$ cat config.mk
export PLATFORM = sky130hd
export DESIGN_NAME = rf_access_arbiter
export DESIGN_NICKNAME = d
export VERILOG_FILES = /design/src/rtl/rf_access_arbiter.sv
export SDC_FILE = /design/constraint.sdc
export NUM_CORES = 1
export LEC_CHECK = 0
export ABC_AREA = 1
export ABC_CLOCK_PERIOD_IN_PS = 3800
export CORE_ASPECT_RATIO = 0.9
export CORE_MARGIN = 2
export CORE_UTILIZATION = 43
export DETAILED_ROUTE_END_ITERATION = 12
export PLACE_DENSITY = 0.83
export SLEW_MARGIN = 15
export SYNTH_ARGS = -nofsm -noshare
export SYNTH_HDL_FRONTEND = slang
export SYNTH_SLANG_ARGS = --single-unit
$ cat constraint.sdc
create_clock -name clk -period 3.8 [get_ports clk]
set_clock_uncertainty 0.2 [all_clocks]
set_input_delay 0.57 -clock clk [delete_from_list [all_inputs] [get_ports clk]]
set_output_delay 0.57 -clock clk [all_outputs]
set_load 0.01 [all_outputs]
$ cat src/rtl/rf_access_arbiter.sv
// Round-robin arbiter that serialises two clients' read/write transactions onto
// a single register file write port and combinational read port.
module rf_access_arbiter #(
    parameter int DATA_W = 32,
    parameter int ADDR_W = 3
) (
    input  logic              clk,
    input  logic              reset,
    input  logic              req0,
    input  logic              op0,
    input  logic [ADDR_W-1:0] addr0,
    input  logic [DATA_W-1:0] wdata0,
    output logic              ack0,
    output logic [DATA_W-1:0] rdata0,
    input  logic              req1,
    input  logic              op1,
    input  logic [ADDR_W-1:0] addr1,
    input  logic [DATA_W-1:0] wdata1,
    output logic              ack1,
    output logic [DATA_W-1:0] rdata1,
    output logic              rf_we,
    output logic [ADDR_W-1:0] rf_wAddr,
    output logic [DATA_W-1:0] rf_wData,
    output logic [ADDR_W-1:0] rf_rAddr,
    input  logic [DATA_W-1:0] rf_rData
);

    typedef enum logic [1:0] {
        ST_IDLE   = 2'd0,
        ST_ACCESS = 2'd1,
        ST_RESP   = 2'd2
    } state_t;

    state_t            r_state;
    logic              r_id;
    logic              r_op;
    logic              r_last;
    logic              r_ack0;
    logic              r_ack1;
    logic [DATA_W-1:0] r_rdata0;
    logic [DATA_W-1:0] r_rdata1;
    logic              r_rf_we;
    logic [ADDR_W-1:0] r_rf_waddr;
    logic [DATA_W-1:0] r_rf_wdata;
    logic [ADDR_W-1:0] r_rf_raddr;

    logic              w_any_req;
    logic              w_grant_id;
    logic              w_sel_op;
    logic [ADDR_W-1:0] w_sel_addr;
    logic [DATA_W-1:0] w_sel_wdata;

    // On a tie the client that was not served last wins; otherwise the lone requester.
    assign w_any_req   = req0 | req1;
    assign w_grant_id  = (req0 & req1) ? ~r_last : req1;
    assign w_sel_op    = w_grant_id ? op1    : op0;
    assign w_sel_addr  = w_grant_id ? addr1  : addr0;
    assign w_sel_wdata = w_grant_id ? wdata1 : wdata0;

    always_ff @(posedge clk or posedge reset) begin
        if (reset) begin
            r_state    <= ST_IDLE;
            r_id       <= 1'b0;
            r_op       <= 1'b0;
            r_last     <= 1'b1;
            r_ack0     <= 1'b0;
            r_ack1     <= 1'b0;
            r_rdata0   <= '0;
            r_rdata1   <= '0;
            r_rf_we    <= 1'b0;
            r_rf_waddr <= '0;
            r_rf_wdata <= '0;
            r_rf_raddr <= '0;
        end else begin
            case (r_state)
                ST_IDLE: begin
                    if (w_any_req) begin
                        r_id       <= w_grant_id;
                        r_op       <= w_sel_op;
                        r_rf_raddr <= w_sel_addr;
                        r_rf_waddr <= w_sel_addr;
                        r_rf_wdata <= w_sel_wdata;
                        r_rf_we    <= w_sel_op;
                        r_state    <= ST_ACCESS;
                    end
                end
                ST_ACCESS: begin
                    // The register file commits the write on this same edge.
                    r_rf_we <= 1'b0;
                    if (!r_op) begin
                        if (r_id) r_rdata1 <= rf_rData;
                        else      r_rdata0 <= rf_rData;
                    end
                    if (r_id) r_ack1 <= 1'b1;
                    else      r_ack0 <= 1'b1;
                    r_state <= ST_RESP;
                end
                ST_RESP: begin
                    r_ack0  <= 1'b0;
                    r_ack1  <= 1'b0;
                    r_last  <= r_id;
                    r_state <= ST_IDLE;
                end
                default: begin
                    r_rf_we <= 1'b0;
                    r_ack0  <= 1'b0;
                    r_ack1  <= 1'b0;
                    r_state <= ST_IDLE;
                end
            endcase
        end
    end

    assign ack0     = r_ack0;
    assign ack1     = r_ack1;
    assign rdata0   = r_rdata0;
    assign rdata1   = r_rdata1;
    assign rf_we    = r_rf_we;
    assign rf_wAddr = r_rf_waddr;
    assign rf_wData = r_rf_wdata;
    assign rf_rAddr = r_rf_raddr;

endmodule

# Yosys cells after proc, flatten, opt, wreduce, memory -nomap -nowiden
# Cells that the tools add are included.
dict set report totals {
  reg_bits 107
  in_bits 108
  wordCells 42
}
dict set report op_classes {
  n_eq_ne 5
  n_mux 12
  bitwise 7
  reduce_logical 7
}
# cell count
set ops {}
lappend ops {{$mux W32} 1}
lappend ops {{$reduce_and A2 Y1} 4}
lappend ops {{$ne A2 B2 Y1 const B} 3}
lappend ops {{$pmux W1 S2} 3}
lappend ops {{$reduce_and A3 Y1} 2}
lappend ops {{$mux W1} 5}
lappend ops {{$not A1 Y1} 5}
lappend ops {{$pmux W2 S2} 1}
lappend ops {{$mux W3} 1}
lappend ops {{$eq A2 B1 Y1 const B} 1}
lappend ops {{$eq A2 B2 Y1 const B} 1}
lappend ops {{$logic_not A2 Y1} 1}
lappend ops {{$mux W2} 1}
lappend ops {{$and A1 B1 Y1} 1}
lappend ops {{$or A1 B1 Y1} 1}

# Logic depth before layout (Yosys ltp)
# Gate-level depths: netlist of run 1.
dict set report depth {
  ltp_word 5
  mapped_depth 6
}

# Worst setup path before layout of run 1
# Ideal clock, no wire load.
dict set report synth_timing {
  kind {in2reg}
  startpoint {input req1}
  endpoint {register r_rf_raddr[0], in the netlist rf_rAddr[0]}
  setup_time_ns 0.117
  t_arrival_ns 1.137
  required_time_ns 3.483
  setup_slack_ns 2.346
  cell_stages 5
  path_cell_list {nor2_2 nor2_8 buf_4 nand3_1 nand2_1}
}
dict set report synth_via {
  elab_chain_cells 3
}
# item line_no
set synth_lines {}
lappend synth_lines {{from (decl)} 15} ;# input logic req1,
lappend synth_lines {{$and A1 B1 Y1} 55} ;# assign w_grant_id = (req0 & req1) ? ~r_last : req1;
lappend synth_lines {{$mux W1} 55}
lappend synth_lines {{$mux W3} 57} ;# assign w_sel_addr = w_grant_id ? addr1 : addr0;
lappend synth_lines {{to (signal assigned)} 80} ;# r_rf_raddr <= w_sel_addr;
lappend synth_lines {{to (decl)} 45} ;# logic [ADDR_W-1:0] r_rf_raddr;
# Parallel ways exist; a longest one is shown, timed or not.
# A chain may end at the register's enable or synchronous reset.

# Worst setup path after layout of run 1
dict set report layout_timing {
  startpoint {input req0}
  endpoint {register r_rf_wdata[12], in the netlist rf_wData[12]}
}
dict set report layout_via {
  elab_chain_cells 3
}
# item line_no
set layout_lines {}
lappend layout_lines {{from (decl)} 9} ;# input logic req0,
lappend layout_lines {{$and A1 B1 Y1} 55}
lappend layout_lines {{$mux W1} 55}
lappend layout_lines {{$mux W32} 58} ;# assign w_sel_wdata = w_grant_id ? wdata1 : wdata0;
lappend layout_lines {{to (signal assigned)} 82} ;# r_rf_wdata <= w_sel_wdata;
lappend layout_lines {{to (decl)} 44} ;# logic [DATA_W-1:0] r_rf_wdata;
# Parallel ways exist; a longest one is shown, timed or not.

==> results.toml, run 1 <==
[sta]
rsz0062_at_grt = "false"
hold-worst-slack_ns = 0.281
finalSetupViolations = 0
final.setup.tns_ns = 0
timing.final.max_slew_violations = 0
timing.fmax_mhz = 414
report.final.hold_viol_count = 0
max_slew_margin_pct = 44.0
fin_crit_ns = 2.42
final_min_period_over_clock_period_pct = 63.6
tightest_slew_ns = 0.841

[clocking]
clk_latency_ns = 0.34
cts.repair_timing.setup_buffer_count = 0
clkTransAtPathRegs_ns = 0.07
hold_buffer_count_at_cts = 0
tritoncts_num_sinks = 107
ctsHtreeMaxLevel = 3
post_cts_resized = 0
maximum_root_to_sink_buffer_count = 2
root_buffer = "sky130_fd_sc_hd__clkbuf_16"
total_cts_buffers = 9
cts_tree = "yes"

[power]
post-layout-total-power_uw = 5790
leakage_uw = 0.00375
pwr_density_cell_nw_per_um2 = 779
irDropWorstVdd_mv = 0.380

[worst_setup_path]
worst_setup_path_end_kind = "register"
critical_path_data_arrival_time_ns = 2.44
required_ns = 3.82
startpoint_type = "primary input"
worstPathMaxFanout = 37
timing_worst_setup_path_type = "in2reg"

[logic_synthesis]
synth_compound_area_share_pct = 11.0
synth_simple_gate_area_share_pct = 22.6
yosysSeqAreaShare_pct = 52.7
synthesis.yosys.warnings = 0
synthesis.nets = 690
yosys-mux-area-fraction_pct = 0
synth_fa_ha_area_share_pct = 0
synth_top_family_by_area = "simple AND/OR/NAND/NOR gates"
post_synth_xor_area_fraction_pct = 0
syn_area_per_cell_sq_um = 8.73
ys_ff_latch = 107
cells_after_synth = 582
syn_area_sq_um = 5080
synth.distinct_cells = 18

[floorplan]
num_io_pins = 213
placeableCoreArea_sq_um = 11500
start_util_pct = 44.3
die_w_um = 119
fp.dieH_um = 107
fp-row-count = 37
die_area_sq_um = 12700

[global_routing]
grt_overflow_total = 0
first_global_vias = 4390
grt_first_pass_wirelength_mm = 21.1
antenna_found_initial = 0
pin_count_of_the_biggest_net_entering_global_routing = 65
grt_use_total_pct = 20.4

[drt]
drt-wirelength-per-cell_um = 13.7
total_number_of_vias = 4431
dr.first_iter.drc_count = 322
drt_pass1_iterations = 4
antenna_violating_nets_post_route = 0
detail_route.drc_violations = 0
wirelength_mm = 12.9
vias_per_cell = 4.73

[flow_run]
max_cap_violations = 0

[finish]
design_area_sq_um = 7430
utilization_pct = 64.7
synthToLayoutAreaGrowth_pct = 46.3
share_of_layout_cells_above_drive_strength_1_pct = 11.5
final_net_count = 884
insertedDiodeCount = 0
layout.filler_cells = 995

[place]
port-buffer-count = 212
dpl_cell_area_sq_um = 7150
dpl.hpwl_mm = 9.27
routabilityCongestion = 0.813

[worst_hold_path]
worst_hold_path_type = "reg2reg"

[outcome]
run_status = "completed"
cells in the final DEF (no fill, tap or decap):
master	n
sky130_fd_sc_hd__clkdlybuf4s50_1	212
sky130_fd_sc_hd__clkinv_2	2
sky130_fd_sc_hd__buf_12	1
sky130_fd_sc_hd__o21ai_0	1
sky130_fd_sc_hd__nand2_4	3
sky130_fd_sc_hd__inv_8	3
sky130_fd_sc_hd__buf_4	2
sky130_fd_sc_hd__nor2_8	1
sky130_fd_sc_hd__nand2_2	2
sky130_fd_sc_hd__clkinvlp_4	2
sky130_fd_sc_hd__inv_4	1
sky130_fd_sc_hd__o21ai_1	6
sky130_fd_sc_hd__nor2_4	1
sky130_fd_sc_hd__inv_1	106
sky130_fd_sc_hd__dfstp_2	1
sky130_fd_sc_hd__clkbuf_16	9
sky130_fd_sc_hd__o21ai_2	60
sky130_fd_sc_hd__nand2_1	185
sky130_fd_sc_hd__inv_2	1
sky130_fd_sc_hd__nor2_2	1
sky130_fd_sc_hd__dfrtp_1	106
sky130_fd_sc_hd__nand3_1	72
sky130_fd_sc_hd__nor2_1	3
metal layers:
layer  wire length (um)  part of all wire, %  GRT usage (%)
met4                294                  2.3           6.12
met2               6600                   51           35.3
met5                  0                    0              0
met1               5200                   40           26.0
met3                795                  6.2           3.99
cell usage after synthesis, drive strengths merged:
cell type,n,area share (%)
nand2,190,15
inv,108,8.0
dfrtp,106,52
nand3,72,7.1
o21ai,67,11
buf,32,5.6
nor2,6,0.96
dfstp,1,0.52
power breakdown:
part	internal (uW)	leakage (uW)	total [uW]	switching, uW
clock	457	0.000137	895	438
sequential	1720	0.00130	2050	333
combinational	1470	0.00232	2850	1380
total	3640	0.00375	5790	2150
cell families (layout without fill, tap and decap cells):
logic type / count (synthesis) / count (layout)
and+or+nand+nor: 268 / 268
AOI/OAI and AO/OA: 67 / 67
DFF: 107 / 107
buffers and inverters: 140 / 339
sequential cells by signal, indices dropped and copies added, names as in the netlist:
name / count
ack0: 1
rdata0: 32
rf_rAddr: 3
r_last: 1
r_op: 1
r_state: 2
rf_wData: 32
rdata1: 32
rf_we: 1
ack1: 1
r_id: 1
worst max-delay path: stages:
cell and delay [ns]:
sky130_fd_sc_hd__clkdlybuf4s50_1 0.56, sky130_fd_sc_hd__nand2_2 0.47, sky130_fd_sc_hd__nand2_4 0.53, sky130_fd_sc_hd__nand2_1 0.13, sky130_fd_sc_hd__nand3_1 0.10, sky130_fd_sc_hd__nand2_1 0.05
path summary, 6_finish.rpt:
kind / start / endpoint / slack, ns / cells past startpoint
max: req0 / rf_wData[12]$_DFFE_PP0P_ / 1.38 / 6
min: rdata0[3]$_DFFE_PP0P_ / rdata0[3]$_DFFE_PP0P_ / 0.28 / 2
max reg2reg: r_last$_DFFE_PP1N_ / rf_wData[12]$_DFFE_PP0P_ / 1.69 / 5
min reg2reg: rdata0[3]$_DFFE_PP0P_ / rdata0[3]$_DFFE_PP0P_ / 0.28 / 2
max in group asynchronous: reset / rdata1[25]$_DFFE_PP0P_ / 2.23 / 3
min in group asynchronous: reset / rf_wData[19]$_DFFE_PP0P_ / 0.44 / 2
metrics by stage:
step,setup slack (ns),instances
detailed placement,1.06,921
CTS,1.44,937
finish,1.38,937
floorplan,0.214,582
global route,1.26,937
global placement,1.18,921
layout make-up:
cell class,count,area [sq um],area share [%]
Clock inverter,7,58.8,0.791
Tap cell,156,195,2.63
Multi-Input combinational cell,335,1710,23.0
Sequential cell,107,2680,36.0
Clock buffer,9,225,3.03
Timing Repair Buffer,215,2160,29.0
Inverter,108,408,5.49
Note: power is estimated with default switching activity, not from simulation.
==> run 2: changes to the inputs <==
--- a/config.mk
+++ b/config.mk
@@ -6,12 +6,12 @@
 export NUM_CORES = 1
 export LEC_CHECK = 0
 export ABC_AREA = 1
-export ABC_CLOCK_PERIOD_IN_PS = 3800
+export ABC_CLOCK_PERIOD_IN_PS = 2100
 export CORE_ASPECT_RATIO = 0.9
 export CORE_MARGIN = 2
-export CORE_UTILIZATION = 43
+export CORE_UTILIZATION = 39
 export DETAILED_ROUTE_END_ITERATION = 12
-export PLACE_DENSITY = 0.83
+export PLACE_DENSITY = 0.79
 export SLEW_MARGIN = 15
 export SYNTH_ARGS = -nofsm -noshare
 export SYNTH_HDL_FRONTEND = slang
==> constraint.sdc (replaced) <==
create_clock -name clk -period 2.1 [get_ports clk]
set_clock_uncertainty 0.2 [all_clocks]
set_input_delay 0.315 -clock clk [delete_from_list [all_inputs] [get_ports clk]]
set_output_delay 0.315 -clock clk [all_outputs]
set_load 0.01 [all_outputs]
==> results.toml, run 2 (synthesis results as in run 1) <==
[finish]
final_net_count = 893
insertedDiodeCount = 0
fin_cells = 953
synthToLayoutAreaGrowth_pct = 50.2
multi_input_area_sq_um = 1710
layout.filler_cells = 1087
reg_area_sq_um = 2680
layout_common_cells = "212 x sky130_fd_sc_hd__clkdlybuf4s50_1, 185 x sky130_fd_sc_hd__nand2_1, 106 x sky130_fd_sc_hd__inv_1, 106 x sky130_fd_sc_hd__dfrtp_1, 72 x sky130_fd_sc_hd__nand3_1"
mostFrequentLayoutCell = "sky130_fd_sc_hd__clkdlybuf4s50_1"
share_of_layout_cells_above_drive_strength_1_pct = 12.4

[drt]
wirelength_mm = 12.7
vias_per_cell = 4.52
drt-wirelength-per-cell_um = 13.3
dr.first_iter.drc_count = 229
detail_route.drc_violations = 0
total_number_of_vias = 4306
drt_pass1_iterations = 4
antenna_violating_nets_post_route = 0

[floorplan]
fp-row-count = 39
die_area_sq_um = 14000
num_io_pins = 213
start_util_pct = 40.0
fp.dieH_um = 112
die_w_um = 124
placeableCoreArea_sq_um = 12700

[worst_setup_path]
critPathSlowestCell = "sky130_fd_sc_hd__clkdlybuf4s50_1"
timing_worst_setup_path_type = "reg2out"
cells_along_the_critical_path = "clkdlybuf4s50_1"
critical-path-top-delay-family = "buffers and inverters"
worst_setup_path_end_kind = "output port"
timing.critical_path.slowest_cell_delay_ns = 0.57
required_ns = 1.58
critPathBufInv = 1
reg2reg_slack_ns = 0.47
worstPathMaxFanout = 2
startpoint_type = "register"
critical_path_data_arrival_time_ns = 1.31

[place]
port-buffer-count = 212
preCtsSetupSlack_ns = 0.103
routabilityCongestion = 0.775
dpl.hpwl_mm = 9.15
placed_cells_incl_taps = 938

[outcome]
run_status = "completed"

[sta]
timing.final.max_slew_violations = 0
rsz0062_at_grt = "false"
final.setup.tns_ns = 0
final_min_period_over_clock_period_pct = 86.9
finalSetupViolations = 0
timing.fmax_mhz = 548
report.final.hold_viol_count = 0
fin_crit_ns = 1.82
finalWorstSetupSlack_ns = 0.276
tightest_slew_ns = 0.527
hold-worst-slack_ns = 0.220
max_slew_margin_pct = 64.9

[clocking]
cts.repair_timing.setup_buffer_count = 0
maximum_root_to_sink_buffer_count = 2
clkTransAtPathRegs_ns = 0.07
clk_latency_ns = 0.34
tritoncts_num_sinks = 107
hold_buffer_count_at_cts = 0
ctsHtreeMaxLevel = 3
root_buffer = "sky130_fd_sc_hd__clkbuf_16"
total_cts_buffers = 9
post_cts_resized = 0
cts_tree = "yes"

[flow_run]
max_cap_violations = 0

[global_routing]
grt_first_pass_wirelength_mm = 21.5
grt_overflow_total = 0
pin_count_of_the_biggest_net_entering_global_routing = 56
antenna_found_initial = 0
first_global_vias = 4374
grt_use_total_pct = 19.1

[worst_hold_path]
worst_hold_path_type = "in2async"

[power]
irDropWorstVdd_mv = 0.584
leakage_uw = 0.00385
pwr_density_cell_nw_per_um2 = 1410
==> run 2: changes by cell type in the layout (fill, tap and decap cells not counted), sizes merged <==
cell,delta
buf,+9
inv,-4
bufinv,+2
clkbuf,+1
==> run 2: power by group <==
group | switching, uW | internal, uW
Clock | 736 | 1070
Combinational | 2510 | 2790
Sequential | 582 | 3110
Total | 3830 | 6960
==> run 2: path summary, 6_finish.rpt <==
check                                    startpoint                        to  cells after the start
min in group clk           rf_wData[28]$_DFFE_PP0P_  rf_wData[28]$_DFFE_PP0P_                      2
min reg2reg                rf_wData[28]$_DFFE_PP0P_  rf_wData[28]$_DFFE_PP0P_                      2
max                        rf_wData[19]$_DFFE_PP0P_              rf_wData[19]                      1
max in group asynchronous                     reset        r_last$_DFFE_PP1N_                      3
min                                           reset     rdata1[3]$_DFFE_PP0P_                      3
max reg2reg                  r_state[0]$_DFFE_PP0P_          r_op$_DFFE_PP0P_                      5
==> run 2: area by class of cell <==
type / count / area share [%]
Sequential cell: 107 / 35.1
Multi-Input combinational cell: 335 / 22.4
Clock buffer: 10 / 3.13
Tap cell: 164 / 2.69
Clock inverter: 5 / 1.02
Timing Repair Buffer: 224 / 30.3
Inverter: 108 / 5.36
==> run 2: worst reg2reg max path, stage by stage (launching register included) <==
cell                      delay [ns]
sky130_fd_sc_hd__dfrtp_1        0.39
sky130_fd_sc_hd__inv_1          0.14
sky130_fd_sc_hd__nand2_2        0.11
sky130_fd_sc_hd__nor2_8         0.43
sky130_fd_sc_hd__nand3_1        0.20
sky130_fd_sc_hd__nand2_1        0.10
==> run 2: routing by layer <==
layer	global-route usage [%]	vias to the layer above	routed length [um]
met3	5.48	19	776
li1	-	2172	-
met4	5.84	0	220
met5	0	-	0
met1	25.1	1967	5630
met2	30.8	148	6030
==> run 2: per-stage QoR <==
step / util [%] / power [uW] / cell area, sq um
global placement: 57.7 / 8940 / 7320
global route: 60.2 / 11600 / 7630
floorplan: - / 6410 / 5080
CTS: 60.2 / 10900 / 7630
finish: 60.2 / 10800 / 7630
detailed placement: 57.7 / 9070 / 7320
